### src/rtl/vadd_pkg.sv
// Shared definitions for the word-serial wide adder: FSM encoding and word width.
package vadd_pkg;
    localparam int WORD_W = 64;

    typedef enum logic [1:0] {
        IDLE = 2'd0,
        RUN  = 2'd1,
        DONE = 2'd2
    } state_e;
endpackage

### src/rtl/VRCA_64.sv
// 64-bit ripple-carry adder: one full-adder cell per bit, carry chained LSB to MSB.
module VRCA_64 (
    input  logic [63:0] a_i,
    input  logic [63:0] b_i,
    input  logic        ci_i,
    output logic [63:0] s_o,
    output logic        co_o
);
    logic [64:0] c;

    assign c[0] = ci_i;

    for (genvar i = 0; i < 64; i++) begin : g_fa
        assign s_o[i]   = a_i[i] ^ b_i[i] ^ c[i];
        assign c[i+1]   = (a_i[i] & b_i[i]) | (c[i] & (a_i[i] ^ b_i[i]));
    end

    assign co_o = c[64];
endmodule

### src/rtl/vadd_seq_128.sv
// Word-serial add/subtract of N_WORDS x 64-bit operands through a single 64-bit adder,
// one word per cycle, with a valid/ready handshake on both sides.
module vadd_seq_128
    import vadd_pkg::*;
#(
    parameter int N_WORDS = 2
) (
    input  logic                        in_CLK,
    input  logic                        in_RSTN,
    input  logic                        in_VALID,
    output logic                        out_READY,
    input  logic [WORD_W*N_WORDS-1:0]   in_A,
    input  logic [WORD_W*N_WORDS-1:0]   in_B,
    input  logic                        in_CI,
    input  logic                        in_SUB,
    output logic                        out_VALID,
    input  logic                        in_READY,
    output logic [WORD_W*N_WORDS-1:0]   out_S,
    output logic                        out_CO,
    output logic                        out_OVF
);
    localparam int W  = WORD_W * N_WORDS;
    localparam int KW = $clog2(N_WORDS + 1);

    state_e          state_q, state_d;
    logic [KW-1:0]   k_q, k_d;
    logic [W-1:0]    a_q, a_d, b_q, b_d, s_q, s_d;
    logic            carry_q, carry_d;

    logic [WORD_W-1:0] a_w, b_w, sum_w;
    logic              co_w;

    // Word k of each captured operand feeds the shared adder.
    always_comb begin
        a_w = '0;
        b_w = '0;
        for (int w = 0; w < N_WORDS; w++) begin
            if (k_q == KW'(w)) begin
                a_w = a_q[w*WORD_W +: WORD_W];
                b_w = b_q[w*WORD_W +: WORD_W];
            end
        end
    end

    VRCA_64 u_rca (
        .a_i  (a_w),
        .b_i  (b_w),
        .ci_i (carry_q),
        .s_o  (sum_w),
        .co_o (co_w)
    );

    always_comb begin
        state_d = state_q;
        k_d     = k_q;
        a_d     = a_q;
        b_d     = b_q;
        s_d     = s_q;
        carry_d = carry_q;
        case (state_q)
            IDLE: begin
                if (in_VALID) begin
                    // Subtraction is A + ~B + 1, so B is inverted once at capture.
                    a_d     = in_A;
                    b_d     = in_SUB ? ~in_B : in_B;
                    carry_d = in_SUB ? 1'b1 : in_CI;
                    k_d     = '0;
                    state_d = RUN;
                end
            end
            RUN: begin
                for (int w = 0; w < N_WORDS; w++) begin
                    if (k_q == KW'(w)) s_d[w*WORD_W +: WORD_W] = sum_w;
                end
                carry_d = co_w;
                k_d     = k_q + KW'(1);
                if (k_q == KW'(N_WORDS - 1)) state_d = DONE;
            end
            DONE: begin
                if (in_READY) state_d = IDLE;
            end
            default: state_d = IDLE;
        endcase
    end

    always_ff @(posedge in_CLK) begin
        if (!in_RSTN) begin
            state_q <= IDLE;
            k_q     <= '0;
            a_q     <= '0;
            b_q     <= '0;
            s_q     <= '0;
            carry_q <= 1'b0;
        end else begin
            state_q <= state_d;
            k_q     <= k_d;
            a_q     <= a_d;
            b_q     <= b_d;
            s_q     <= s_d;
            carry_q <= carry_d;
        end
    end

    assign out_READY = (state_q == IDLE);
    assign out_VALID = (state_q == DONE);
    assign out_S     = s_q;
    assign out_CO    = carry_q;
    assign out_OVF   = (a_q[W-1] == b_q[W-1]) && (s_q[W-1] != a_q[W-1]);
endmodule

### config.mk
export PLATFORM = sky130hd
export DESIGN_NAME = vadd_seq_128
export DESIGN_NICKNAME = d
export VERILOG_FILES = /design/src/rtl/vadd_pkg.sv /design/src/rtl/VRCA_64.sv /design/src/rtl/vadd_seq_128.sv
export SDC_FILE = /design/constraint.sdc
export NUM_CORES = 1
export LEC_CHECK = 0
export ABC_AREA = 1
export CORE_MARGIN = 4
export CORE_UTILIZATION = 40
export CTS_CLUSTER_DIAMETER = 60
export DETAILED_ROUTE_END_ITERATION = 10
export PLACE_DENSITY = 0.73
export SKIP_LAST_GASP = 1
export SYNTH_ARGS = -nofsm -noshare
export SYNTH_HDL_FRONTEND = slang
export SYNTH_HIERARCHICAL = 1
export SYNTH_SLANG_ARGS = --single-unit
### constraint.sdc
create_clock -name in_CLK -period 38.5 [get_ports in_CLK]
set_input_delay 3.85 -clock in_CLK [delete_from_list [all_inputs] [get_ports in_CLK]]
set_output_delay 3.85 -clock in_CLK [all_outputs]
set_load 0.01 [all_outputs]
==> reports/qor.log, run 1 <==
[layout] layout overhead on the synthesized area 28.9%
[clock_tree] clock latency reported for the late side of the worst-skew pair 550 ps
[clock_tree] clock root buffer master sky130_fd_sc_hd__clkbuf_16
[floorplanning] area of the core region 0.0443 sq mm
[worst_setup_path] maximum fanout encountered on the critical timing path 64
[pwr] highest ir drop seen on vdd 20.5 uV
[clock_tree] CTS Sinks 389
[layout] number of inserted filler cells in the final layout 4142
[floorplanning] DIE HEIGHT 220 um
[floorplanning] starting density of the core 40.6%
[grt] Total GRT Usage 21.7%
[worst_setup_path] cell with the biggest individual delay on the critical path sky130_fd_sc_hd__ha_4
[logic_synthesis] net count after synthesis 2690
[grt] maximum number of pins on one net before global-route repair 170
[sta] Least-Margin Pin Slew 1070 ps
[clock_tree] count of hold-fix buffers inserted at cts 0
[clock_tree] TritonCTS clock tree done
[clock_tree] clock transition time at the flip-flop clock pins of the worst setup and hold paths 60 ps
[worst_setup_path] category of the worst setup path capture point flop
[sta] post-route clock period utilization 73.0%
[layout] share of cells above drive strength 1 3.44%
[clock_tree] number of buffers between clock root and the deepest sink 3
[layout] final design instance area without fill 0.0232 sq mm
[layout] Post-layout nets 2945
[clock_tree] number of buffers created by CTS 43
[floorplanning] Chip Width 220 um
[worst_setup_path] most used cell along the critical path sky130_fd_sc_hd__fa_1
[logic_synthesis] average instance area after synthesis 7.62 sq um
[sta] unrepaired setup endpoints after global routing no
[grt] global-route wire length before repair 85.7 mm
[grt] initial antenna violation count 2
[placement] post-DP HPWL 37.0 mm
[clock_tree] H-tree level count 2
[pwr] power per cell area 45.9 mW/mm^2
[grt] remaining global-route overflow 0
[floorplanning] io pins 394
[worst_hold_path] worst min path class reg -> reg
[logic_synthesis] Post-Syn Instances 2362
[logic_synthesis] Synth Register Bits 389
[sta] Final Skew 14.7 ps
[routing] number of DRC markers after the initial detailed-route iteration 1499
[job] number of max-cap violations 0
[logic_synthesis] cell accounting for the most synthesized area sky130_fd_sc_hd__dfxtp_1
[sta] time the worst path needs with I/O delays and setup 28090 ps
[routing] routed wire length 55.0 mm
[outcome] result of the run completed
[logic_synthesis] proportion of netlist area held by the largest area contributor 43.2%
[clock_tree] quantity of gates resized following cts 0
[clock_tree] buffer count from post-CTS setup fixing 0
[logic_synthesis] top post-synthesis cells by area sky130_fd_sc_hd__dfxtp_1, sky130_fd_sc_hd__nand2_1, sky130_fd_sc_hd__a21oi_1
[routing] via/cell ratio 5.15
[pwr] static leakage 9.28 nW
[worst_setup_path] data arrival time at the worst-slack endpoint 28560 ps
[routing] post-route antenna net violation count 0
[sta] Post-Route Setup TNS 0 ps
[sta] worst path setup slack after routing 10410 ps
[layout] Final Non-Filler Cells 3241
[placement] worst slack at placement 10610 ps
[sta] final hold vios 0
[sta] Max-Slew Margin vs Limit 28.4%
[placement] Area after DPL 0.0218 sq mm
[logic_synthesis] share of the yosys chip area belonging to registers 43.2%
[layout] Util after Layout 52.4%
[floorplanning] total number of placement rows 77
[worst_setup_path] required time at the endpoint of the critical path 38960 ps
[placement] # port buffers 393
[placement] placed cell count 3164
[routing] via count of the routed design 16700
[routing] number of search-and-repair iterations in the first detailed-routing pass 6
[logic_synthesis] Yosys warning total 6
[placement] Placer Congestion 0.872
[logic_synthesis] Mapped Area 0.0180 sq mm
[logic_synthesis] number of distinct library cell variants in the gate-level netlist after synthesis 21
[sta] setup violators final 0
[floorplanning] die area 0.0485 sq mm
[sta] Final Max Slew Viols 0
[routing] residual DRC count 0
[routing] average wire per standard cell 17.0 um
[grt] vias in the first global route 16200
[worst_setup_path] largest incremental delay on the critical path 560 ps
[sta] FMAX 35.6 MHz
[worst_setup_path] Crit Path Class reg -> reg
[worst_setup_path] type of origin of the critical path flop
[placed cells by master (no fill, tap or decap)]
| master | n |
|---|---|
| sky130_fd_sc_hd__inv_6 | 1 |
| sky130_fd_sc_hd__nand3_1 | 257 |
| sky130_fd_sc_hd__clkbuf_8 | 10 |
| sky130_fd_sc_hd__clkbuf_1 | 6 |
| sky130_fd_sc_hd__clkdlybuf4s50_1 | 391 |
| sky130_fd_sc_hd__buf_4 | 14 |
| sky130_fd_sc_hd__nor2_1 | 258 |
| sky130_fd_sc_hd__ha_4 | 2 |
| sky130_fd_sc_hd__a21oi_1 | 263 |
| sky130_fd_sc_hd__inv_4 | 2 |
| sky130_fd_sc_hd__nand2_8 | 1 |
| sky130_fd_sc_hd__nor2_2 | 1 |
| sky130_fd_sc_hd__clkinvlp_4 | 1 |
| sky130_fd_sc_hd__clkbuf_16 | 45 |
| sky130_fd_sc_hd__o21ai_0 | 132 |
| sky130_fd_sc_hd__bufinv_16 | 1 |
| sky130_fd_sc_hd__inv_8 | 3 |
| sky130_fd_sc_hd__dfxtp_1 | 389 |
| sky130_fd_sc_hd__clkinv_2 | 6 |
| sky130_fd_sc_hd__nand2_4 | 2 |
| sky130_fd_sc_hd__fa_1 | 64 |
| sky130_fd_sc_hd__diode_2 | 5 |
| sky130_fd_sc_hd__buf_6 | 1 |
| sky130_fd_sc_hd__xor2_1 | 128 |
| sky130_fd_sc_hd__clkinv_4 | 1 |
| sky130_fd_sc_hd__nand2_1 | 646 |
| sky130_fd_sc_hd__inv_1 | 19 |
[worst max-delay path, delay by kind of cell, from the launching register on]
kind,cells,cell delay (ps)
simple gates,3,290
fa+ha+maj,65,25990
compound gates,1,180
buf+inv,7,1230
flops,1,310
[cell families after synthesis]
kind of cell / share of synthesized area [%]
xor+xnor: 6.22
simple gates: 26.1
fa+ha+maj: 7.25
flops: 43.2
buf+inv: 6.17
compound gates: 11.0
[layout make-up]
cell class | instances | area (sq um) | area share (%)
diodes | 5 | 12.5 | 0.0539
inverters | 23 | 106 | 0.458
well taps | 592 | 741 | 3.19
clock buffers | 61 | 1290 | 5.54
flip-flops and latches | 389 | 7790 | 33.5
multi-input cells | 1754 | 9160 | 39.4
repair buffers | 406 | 4030 | 17.4
clock inverters | 11 | 96.3 | 0.415
[synth_stat cells]
cell type	n
sky130_fd_sc_hd__fa_1	64
sky130_fd_sc_hd__clkbuf_4	2
sky130_fd_sc_hd__nand2_1	647
sky130_fd_sc_hd__inv_1	19
sky130_fd_sc_hd__nor2_1	258
sky130_fd_sc_hd__clkbuf_1	83
sky130_fd_sc_hd__buf_2	60
sky130_fd_sc_hd__o21ai_0	132
sky130_fd_sc_hd__dfxtp_1	389
sky130_fd_sc_hd__buf_1	7
sky130_fd_sc_hd__clkinv_1	1
sky130_fd_sc_hd__nor2_2	1
sky130_fd_sc_hd__buf_4	33
sky130_fd_sc_hd__xor2_1	128
sky130_fd_sc_hd__nand2_2	1
sky130_fd_sc_hd__a21oi_1	263
sky130_fd_sc_hd__ha_1	2
sky130_fd_sc_hd__nand2_4	1
sky130_fd_sc_hd__inv_2	3
sky130_fd_sc_hd__nand3_1	257
sky130_fd_sc_hd__buf_6	11
[power by group]
part           leakage, nW  switching (mW)  internal, mW
logic                 5.40           0.126        0.0850
clock network        0.686           0.164         0.239
registers             3.19          0.0173         0.433
total                 9.28           0.308         0.757
[per-stage QoR]
stage / hold WS [ps] / power, mW
detailed placement: 453 / 0.669
finish: 460 / 1.06
floorplan: 441 / 0.589
global route: 478 / 1.11
CTS: 462 / 1.07
global placement: 449 / 0.664
[flip-flops by register name (all words and copies together) (netlist names)]
register	cells
b_q	128
out_S	128
a_q	128
k_q	2
out_CO	1
state_q	2
[per-layer routing]
layer,up-vias,GRT usage (%),part of all wire (%)
met5,-,0,0
met4,0,7.89,3.2
met3,104,3.75,6.5
met2,597,36.0,48
met1,7874,28.6,43
li1,8102,-,-
[final timing paths]
check / end / cells after the start / startpoint / slack (ps)
worst max-delay path: out_S[127]$_SDFFE_PN0P_ / 76 / k_q[1]$_SDFFE_PN0P_ / 10410
worst min-delay path: out_S[23]$_SDFFE_PN0P_ / 2 / out_S[23]$_SDFFE_PN0P_ / 460
worst min register to register: out_S[23]$_SDFFE_PN0P_ / 2 / out_S[23]$_SDFFE_PN0P_ / 460
worst max register to register: out_S[127]$_SDFFE_PN0P_ / 76 / k_q[1]$_SDFFE_PN0P_ / 10410
(Power assumes the default switching activity.)
==> run 2: changes to the inputs <==
==> constraint.sdc (replaced) <==
create_clock -name in_CLK -period 26.4 [get_ports in_CLK]
set_input_delay 2.64 -clock in_CLK [delete_from_list [all_inputs] [get_ports in_CLK]]
set_output_delay 2.64 -clock in_CLK [all_outputs]
set_load 0.01 [all_outputs]
==> reports/qor.log, run 2 (synthesized netlist as in run 1, its figures left out) <==
[floorplanning] Chip Width 220 um
[floorplanning] DIE HEIGHT 220 um
[grt] global-route wire length before repair 84.0 mm
[routing] post-route antenna net violation count 0
[routing] residual DRC count 0
[grt] vias in the first global route 16000
[routing] routed wire length 54.1 mm
[clock_tree] TritonCTS clock tree done
[routing] number of search-and-repair iterations in the first detailed-routing pass 5
[worst_setup_path] worst path bufs/invs 6
[clock_tree] number of buffers between clock root and the deepest sink 3
[clock_tree] clock transition time at the flip-flop clock pins of the worst setup and hold paths 60 ps
[routing] number of DRC markers after the initial detailed-route iteration 1256
[clock_tree] CTS Sinks 389
[worst_setup_path] required time at the endpoint of the critical path 26860 ps
[sta] Final Max Slew Viols 0
[sta] Max-Slew Margin vs Limit 30.4%
[grt] maximum number of pins on one net before global-route repair 165
[worst_setup_path] maximum fanout encountered on the critical timing path 5
[layout] share of cells above drive strength 1 4.71%
[floorplanning] io pins 394
[placement] Placer Congestion 0.844
[worst_setup_path] gate family responsible for the most delay along the worst path adder cells
[routing] via/cell ratio 5.14
[clock_tree] clock root buffer master sky130_fd_sc_hd__clkbuf_16
[worst_setup_path] Crit Path Class reg -> reg
[layout] most used cells in the layout excluding fill and tap cells sky130_fd_sc_hd__nand2_1, sky130_fd_sc_hd__clkdlybuf4s50_1, sky130_fd_sc_hd__dfxtp_1, sky130_fd_sc_hd__a21oi_1, sky130_fd_sc_hd__nor2_1
[worst_setup_path] type of origin of the critical path flop
[worst_setup_path] cell with the biggest individual delay on the critical path sky130_fd_sc_hd__fa_2
[sta] Least-Margin Pin Slew 1040 ps
[routing] via count of the routed design 16700
[worst_hold_path] worst min path class reg -> reg
[grt] remaining global-route overflow 0
[placement] post-DP HPWL 36.9 mm
[layout] layout overhead on the synthesized area 29.9%
[pwr] power per cell area 67.2 mW/mm^2
[worst_setup_path] data arrival time at the worst-slack endpoint 26180 ps
[worst_setup_path] most used cell along the critical path sky130_fd_sc_hd__fa_1
[floorplanning] area of the core region 0.0443 sq mm
[clock_tree] number of buffers created by CTS 43
[worst_setup_path] largest incremental delay on the critical path 410 ps
[pwr] highest ir drop seen on vdd 39.2 uV
[floorplanning] die area 0.0485 sq mm
[placement] # port buffers 393
[grt] Total GRT Usage 21.3%
[sta] FMAX 38.9 MHz
[clock_tree] H-tree level count 2
[job] number of max-cap violations 0
[sta] Final Skew 19.7 ps
[grt] initial antenna violation count 3
[layout] number of inserted filler cells in the final layout 4139
[worst_setup_path] category of the worst setup path capture point flop
[routing] average wire per standard cell 16.7 um
[clock_tree] clock latency reported for the late side of the worst-skew pair 550 ps
[floorplanning] total number of placement rows 77
[sta] Post-Route Setup TNS 0 ps
[layout] Post-layout nets 2953
[sta] time the worst path needs with I/O delays and setup 25720 ps
[sta] post-route clock period utilization 97.4%
[worst_setup_path] worst reg-to-reg setup slack 680 ps
[sta] unrepaired setup endpoints after global routing no
[floorplanning] starting density of the core 40.6%
[sta] final hold vios 0
[sta] setup violators final 0
[outcome] result of the run completed
[layout] Util after Layout 52.8%
[layout] most common cell after layout, fill and taps aside sky130_fd_sc_hd__nand2_1
[clock_tree] count of hold-fix buffers inserted at cts 0
[pwr] static leakage 9.30 nW
run 2: changes by cell type in the layout (fill, tap and decap cells not counted), moves of 3 or more:
cell | previous run | this run
sky130_fd_sc_hd__fa_1 | 64 | 43
sky130_fd_sc_hd__fa_2 | 0 | 21
sky130_fd_sc_hd__buf_4 | 14 | 21
sky130_fd_sc_hd__clkbuf_8 | 10 | 13
run 2: metal layers:
layer  GRT usage, %  vias to the layer above  routed length, um
met1           28.4                     7875              23200
met4           7.60                        2               1690
met2           35.4                      577              25800
met5              0                        -                 13
met3           2.94                      103               3390
li1               -                     8137                  -
run 2: path summary, 6_finish.rpt:
kind	endpoint	startpoint	cells after the start
worst min register to register	out_S[11]$_SDFFE_PN0P_	out_S[11]$_SDFFE_PN0P_	2
worst min-delay path	out_S[11]$_SDFFE_PN0P_	out_S[11]$_SDFFE_PN0P_	2
worst max-delay path	out_S[63]$_SDFFE_PN0P_	k_q[1]$_SDFFE_PN0P_	75
worst max register to register	out_S[63]$_SDFFE_PN0P_	k_q[1]$_SDFFE_PN0P_	75
run 2: report_power, final:
part | internal, mW | switching, mW | leakage [nW] | total [mW]
logic | 0.126 | 0.184 | 5.40 | 0.310
registers | 0.632 | 0.0244 | 3.19 | 0.657
clock network | 0.366 | 0.238 | 0.712 | 0.604
total | 1.12 | 0.447 | 9.30 | 1.57
run 2: per-stage QoR:
step	std cells	worst slack (ps)	hold WS [ps]	instance area, sq um	total power [mW]
after floorplan	2362	665	441	18000	0.859
after global placement	3171	-41.1	451	21900	0.968
after detailed placement	3171	-338	451	21900	0.975
after CTS	3244	6.62	461	23300	1.58
after global routing	3247	23.8	478	23400	1.64
final	3249	684	460	23400	1.57
run 2: worst register-to-register path, delay by kind of cell, from the launching register on:
| family | cells | cell delay, ps |
|---|---|---|
| compound gates | 1 | 170 |
| fa+ha+maj | 65 | 24540 |
| buf+inv | 6 | 420 |
| flops | 1 | 320 |
| simple gates | 3 | 210 |
run 2: what timing repair did:
action | 4_1_cts | 5_1_grt
pin swaps | 0 | 2
setup endpoints to repair | 4 | 5
buffers inserted | 0 | 1
resized for setup | 9 | 16
run 2: cell type report:
| type | instances | area, sq um | area share (%) |
|---|---|---|---|
| diodes | 4 | 10.0 | 0.0428 |
| inverters | 23 | 106 | 0.455 |
| flip-flops and latches | 389 | 7790 | 33.3 |
| clock inverters | 10 | 113 | 0.481 |
| well taps | 592 | 741 | 3.17 |
| clock buffers | 63 | 1320 | 5.66 |
| repair buffers | 414 | 4090 | 17.5 |
| multi-input cells | 1754 | 9210 | 39.4 |
==> run 3: changes to the inputs <==
--- a/config.mk
+++ b/config.mk
@@ -7,10 +7,10 @@
 export LEC_CHECK = 0
 export ABC_AREA = 1
 export CORE_MARGIN = 4
-export CORE_UTILIZATION = 40
+export CORE_UTILIZATION = 50
 export CTS_CLUSTER_DIAMETER = 60
 export DETAILED_ROUTE_END_ITERATION = 10
-export PLACE_DENSITY = 0.73
+export PLACE_DENSITY = 0.86
 export SKIP_LAST_GASP = 1
 export SYNTH_ARGS = -nofsm -noshare
 export SYNTH_HDL_FRONTEND = slang
==> constraint.sdc (replaced) <==
create_clock -name in_CLK -period 26.4 [get_ports in_CLK]
set_input_delay 6.6 -clock in_CLK [delete_from_list [all_inputs] [get_ports in_CLK]]
set_output_delay 6.6 -clock in_CLK [all_outputs]
set_load 0.01 [all_outputs]
==> reports/qor.log, run 3 (synthesized netlist as in run 1, its figures left out) <==
[floorplanning] total number of placement rows 69
[pwr] static leakage 9.25 nW
[worst_setup_path] Crit Path Class reg -> reg
[sta] Max-Slew Margin vs Limit 28.2%
[grt] Total GRT Usage 26.4%
[worst_hold_path] Worst Hold Path Cells 2
[floorplanning] starting density of the core 50.6%
[grt] maximum number of pins on one net before global-route repair 172
[sta] final hold vios 0
[clock_tree] number of buffers created by CTS 41
[layout] share of cells above drive strength 1 4.70%
[grt] met1 GRT Util 33.9%
[clock_tree] number of buffers between clock root and the deepest sink 3
[routing] residual DRC count 0
[routing] via/cell ratio 5.49
[worst_setup_path] cell with the biggest individual delay on the critical path sky130_fd_sc_hd__fa_1
[grt] remaining global-route overflow 0
[outcome] result of the run completed
[floorplanning] area of the core region 0.0356 sq mm
[sta] post-route clock period utilization 97.7%
[worst_setup_path] category of the worst setup path capture point flop
[grt] global-route wire length before repair 85.5 mm
[clock_tree] clock latency reported for the late side of the worst-skew pair 530 ps
[clock_tree] TritonCTS clock tree done
[routing] number of DRC markers after the initial detailed-route iteration 1454
[sta] Least-Margin Pin Slew 1080 ps
[worst_hold_path] worst min path class reg -> reg
[worst_setup_path] data arrival time at the worst-slack endpoint 26250 ps
[worst_setup_path] cell count of the worst reg-to-reg path 75
[worst_setup_path] type of origin of the critical path flop
[layout] total area of multi-input combinational cells 0.00920 sq mm
[layout] Post-layout nets 2952
[sta] setup violators final 0
[worst_setup_path] largest incremental delay on the critical path 440 ps
[floorplanning] Chip Width 198 um
[layout] FF/Latch Area 0.00779 sq mm
[worst_setup_path] required time at the endpoint of the critical path 26850 ps
[sta] time the worst path needs with I/O delays and setup 25800 ps
[clock_tree] clock root buffer master sky130_fd_sc_hd__clkbuf_16
[placement] post-DP HPWL 37.1 mm
[clock_tree] CTS Sinks 389
[sta] Post-Route Setup TNS 0 ps
[job] number of max-cap violations 0
[layout] layout overhead on the synthesized area 28.4%
[floorplanning] io pins 394
[placement] placed cell count 3042
[clock_tree] H-tree level count 2
[grt] met3 usage in global routing 4.25%
[placement] Placer Congestion 0.870
[sta] FMAX 38.8 MHz
[layout] most common cell after layout, fill and taps aside sky130_fd_sc_hd__nand2_1
[routing] average wire per standard cell 17.5 um
[clock_tree] clock transition time at the flip-flop clock pins of the worst setup and hold paths 60 ps
[worst_setup_path] most used cell along the critical path sky130_fd_sc_hd__fa_1
[layout] final design instance area without fill 0.0231 sq mm
[pwr] highest ir drop seen on vdd 46.6 uV
[sta] Final Max Slew Viols 0
[sta] Final Skew 15.1 ps
[layout] number of inserted filler cells in the final layout 2880
[sta] unrepaired setup endpoints after global routing no
[placement] Area after DPL 0.0217 sq mm
[floorplanning] DIE HEIGHT 198 um
[routing] routed wire length 54.6 mm
[grt] met2 global-route usage 43.4%
[clock_tree] buffer count from post-CTS setup fixing 0
[layout] Final Non-Filler Cells 3121
[routing] via count of the routed design 17100
[layout] most used cells in the layout excluding fill and tap cells sky130_fd_sc_hd__nand2_1, sky130_fd_sc_hd__clkdlybuf4s50_1, sky130_fd_sc_hd__dfxtp_1, sky130_fd_sc_hd__a21oi_1, sky130_fd_sc_hd__nor2_1
[routing] post-route antenna net violation count 0
[grt] initial antenna violation count 3
[worst_setup_path] maximum fanout encountered on the critical timing path 5
[placement] # port buffers 393
[grt] global route hottest layer met2
[grt] vias in the first global route 16900
[pwr] power per cell area 66.6 mW/mm^2
[floorplanning] die area 0.0391 sq mm
[routing] number of search-and-repair iterations in the first detailed-routing pass 5
==> run 3: changes by cell type in the layout (fill, tap and decap cells not counted), moves of 2 or more <==
| cell | change |
|---|---|
| sky130_fd_sc_hd__clkbuf_16 | -2 |
| sky130_fd_sc_hd__nand2_4 | -2 |
| sky130_fd_sc_hd__buf_4 | +2 |
| sky130_fd_sc_hd__clkinv_2 | +6 |
| sky130_fd_sc_hd__clkbuf_1 | +4 |
| sky130_fd_sc_hd__nand2_2 | +2 |
| sky130_fd_sc_hd__clkbuf_8 | -4 |
==> run 3: critical path: cells and delay by family (launching register included) <==
kind	cells	cell delay (ps)
AOI/OAI and AO/OA	1	200
adders and majority gates	65	24490
buffers and inverters	6	430
DFF	1	330
and+or+nand+nor	3	220
==> run 3: stage by stage <==
stage	total power, mW	setup slack, ps	hold slack [ps]	util, %
finish	1.54	598	458	65.0
global route	1.61	36.3	477	65.0
CTS	1.54	39.7	461	64.9
detailed placement	0.977	-242	453	61.1
global placement	0.967	67.1	449	61.1
floorplan	0.859	665	441	-
==> run 3: where the power goes <==
group / leakage [nW] / internal [mW] / switching [mW]
sequential: 3.19 / 0.632 / 0.0254
clock: 0.673 / 0.335 / 0.234
combinational: 5.39 / 0.127 / 0.187
==> run 3: metal layers <==
layer,part of all wire (%),vias up
li1,-,8135
met1,40,8024
met2,47,799
met3,7.3,176
met4,5.4,0
met5,0,-
==> run 3: repair_timing <==
action | in CTS | in global routing
endpoints found under the hold margin | 0 | 0
gates cloned | 0 | 0
pin swaps | 1 | 1
hold buffers | 0 | 0
endpoints found under the setup margin | 3 | 5
resized for setup | 7 | 17
==> run 3: worst paths after layout <==
kind | from | to | slack, ps
max | k_q[1]$_SDFFE_PN0P_ | out_S[63]$_SDFFE_PN0P_ | 600
min | out_S[108]$_SDFFE_PN0P_ | out_S[108]$_SDFFE_PN0P_ | 460
max reg2reg | k_q[1]$_SDFFE_PN0P_ | out_S[63]$_SDFFE_PN0P_ | 600
min reg2reg | out_S[108]$_SDFFE_PN0P_ | out_S[108]$_SDFFE_PN0P_ | 460
==> run 3: layout make-up <==
class	instances	area share (%)
well taps	461	2.49
clock inverters	15	0.487
flip-flops and latches	389	33.7
inverters	23	0.460
clock buffers	61	5.33
diodes	3	0.0325
repair buffers	415	17.7
multi-input cells	1754	39.8
==> RTL edit (config.mk and constraints of run 2) <==
The parameter `N_WORDS` goes from 2 to 1.
--- a/src/rtl/vadd_seq_128.sv
+++ b/src/rtl/vadd_seq_128.sv
@@ -3,7 +3,7 @@
 module vadd_seq_128
     import vadd_pkg::*;
 #(
-    parameter int N_WORDS = 2
+    parameter int N_WORDS = 1
 ) (
     input  logic                        in_CLK,
     input  logic                        in_RSTN,
Interface: changed (resized in_A, in_B and out_S); port bits go from 394 to 202. The function was not compared with the original's and may differ.
==> RTL edit against run 2 <==
Critical path depth fell by 4. Clock power decreased by 56%. Setup slack gained 0.080 ns. Wire length shrank 58%. Clock skew decreased by 0.0035 ns. Power is 51% lower. Design area decreased by 47%. Global-route usage shrank 4.4 points. Via count fell by 53%. Non-clock buffer count decreased by 206. Sequential power decreased by 49%. Sequential cell count shrank 193. Area after synthesis down 45%. Critical endpoint unchanged. Largest power group unchanged.
==> RTL edit: results (changes against run 2) <==
<table>
<tr><th>Metric</th><th>Value</th></tr>
<tr><th colspan="2">Synthesis</th></tr>
<tr><td>Compound-gate portion of the synthesized area</td><td>0.100 (-0.00944)</td></tr>
<tr><td>Register area share after synthesis</td><td>0.396 (-0.0361)</td></tr>
<tr><td>Synth Net Count</td><td>1480 (-45%)</td></tr>
<tr><td>Fraction of synthesized cell area in xor and xnor cells</td><td>0.0566 (-0.00564)</td></tr>
<tr><th colspan="2">Clock network</th></tr>
<tr><td>CTS Buffer Depth</td><td>2 (-1)</td></tr>
<tr><td># H-tree levels</td><td>4 (+2)</td></tr>
<tr><td>Later-pin clock latency in the skew report</td><td>0.43 ns (-0.12 ns)</td></tr>
<tr><td>Count of cells resized by post-cts repair</td><td>0 (-9)</td></tr>
<tr><td>Total CTS buffers</td><td>17 (-60%)</td></tr>
<tr><th colspan="2">Timing</th></tr>
<tr><td>Slew @ Worst Pin</td><td>1.17 ns (+0.123 ns)</td></tr>
<tr><td>Clock skew after layout</td><td>0.0162 ns (-0.00346 ns)</td></tr>
<tr><th colspan="2">Route</th></tr>
<tr><td>First DRT Iteration DRCs</td><td>377 (-70%)</td></tr>
<tr><td>Via Count</td><td>7881 (-53%)</td></tr>
<tr><td>First drt pass iteration count</td><td>4 (-1)</td></tr>
<tr><th colspan="2">Hold path</th></tr>
<tr><td>Start point of the worst min-delay path</td><td>a_q[8]$_SDFFE_PN0P_</td></tr>
<tr><td>Hold path endpoint</td><td>a_q[8]$_SDFFE_PN0P_</td></tr>
<tr><th colspan="2">Global routing</th></tr>
<tr><td>First-pass GRT wire length</td><td>37.4 mm (-55%)</td></tr>
<tr><td>Maximum number of pins on one net before global-route repair</td><td>120 (-27%)</td></tr>
<tr><td>Antenna violations before repair</td><td>0 (-3)</td></tr>
<tr><th colspan="2">Cells and area</th></tr>
<tr><td>Net total in the final layout</td><td>1622 (-45%)</td></tr>
<tr><td>Proportion of layout cells with a drive suffix above 1</td><td>0.0383 (-0.00884)</td></tr>
<tr><th colspan="2">Outcome</th></tr>
<tr><td>Outcome</td><td>complete, no violations</td></tr>
<tr><th colspan="2">Setup path</th></tr>
<tr><td>Worst-case reg-to-reg path depth</td><td>71 (-5.3%)</td></tr>
<tr><td>Source of the critical timing path</td><td>k_q$_SDFFE_PN0P_</td></tr>
<tr><th colspan="2">Pwr</th></tr>
<tr><td>Leakage</td><td>0.00550 µW (-41%)</td></tr>
<tr><th colspan="2">Place</th></tr>
<tr><td>Placed wire-length estimate</td><td>16.0 mm (-57%)</td></tr>
</table>
[RTL edit: changes by cell type after synthesis, moves of 30 or more]
cell / change
nor2_1: +130
o21ai_1: +34
a21oi_1: -197
nand3_1: -255
xnor2_1: +64
clkbuf_1: -64
buf_2: -30
inv_1: +126
xor2_1: -128
dfxtp_1: -193
o21ai_0: -37
nand2_1: -512
[RTL edit: power breakdown]
part           switching (µW)  internal (µW)  total (µW)
Clock                     120            143         263
Sequential               12.0            324         336
Combinational            91.1           76.4         167
Total                     223            544         766
[RTL edit: cell type report]
type,count,area (µm²)
flip-flops and latches,196,3930
clock inverters,13,165
clock buffers,19,433
fillers,2402,11900
inverters,147,554
repair buffers,208,2060
diodes,1,2.50
well taps,324,405
multi-input cells,854,4870
[RTL edit: through the flow]
step	instances	hold WS, ns	setup slack (ns)	util	total power, µW
after floorplan	1282	0.430	1.02	-	453
after global routing	1761	0.468	0.0395	0.510	814
after detailed placement	1728	0.448	0.361	0.485	512
after global placement	1728	0.440	0.612	0.485	507
after CTS	1760	0.458	0.305	0.509	776
final	1762	0.453	0.763	0.510	766
[RTL edit: per-layer routing]
layer / wire (µm) / share of wire / GRT usage
met1: 9900 / 0.44 / 0.207
met2: 11300 / 0.50 / 0.295
met3: 931 / 0.041 / 0.0278
met4: 570 / 0.025 / 0.0667
met5: 0 / 0 / 0
[RTL edit: critical path, delay by kind of cell, from the launching register on]
kind / cells / cell delay [ns]
simple gates: 3 / 0.24
buf+inv: 4 / 0.27
flops: 1 / 0.38
fa+ha+maj: 64 / 24.66
[RTL edit: cells by family (layout without fill, tap and decap cells)]
logic type                 Yosys count  after routing
other                                0              1
AOI/OAI and AO/OA                  197            197
buffers and inverters              232            387
DFF                                196            196
xor gates and xnor gates            64             64
and+or+nand+nor                    529            529
adders and majority gates           64             64
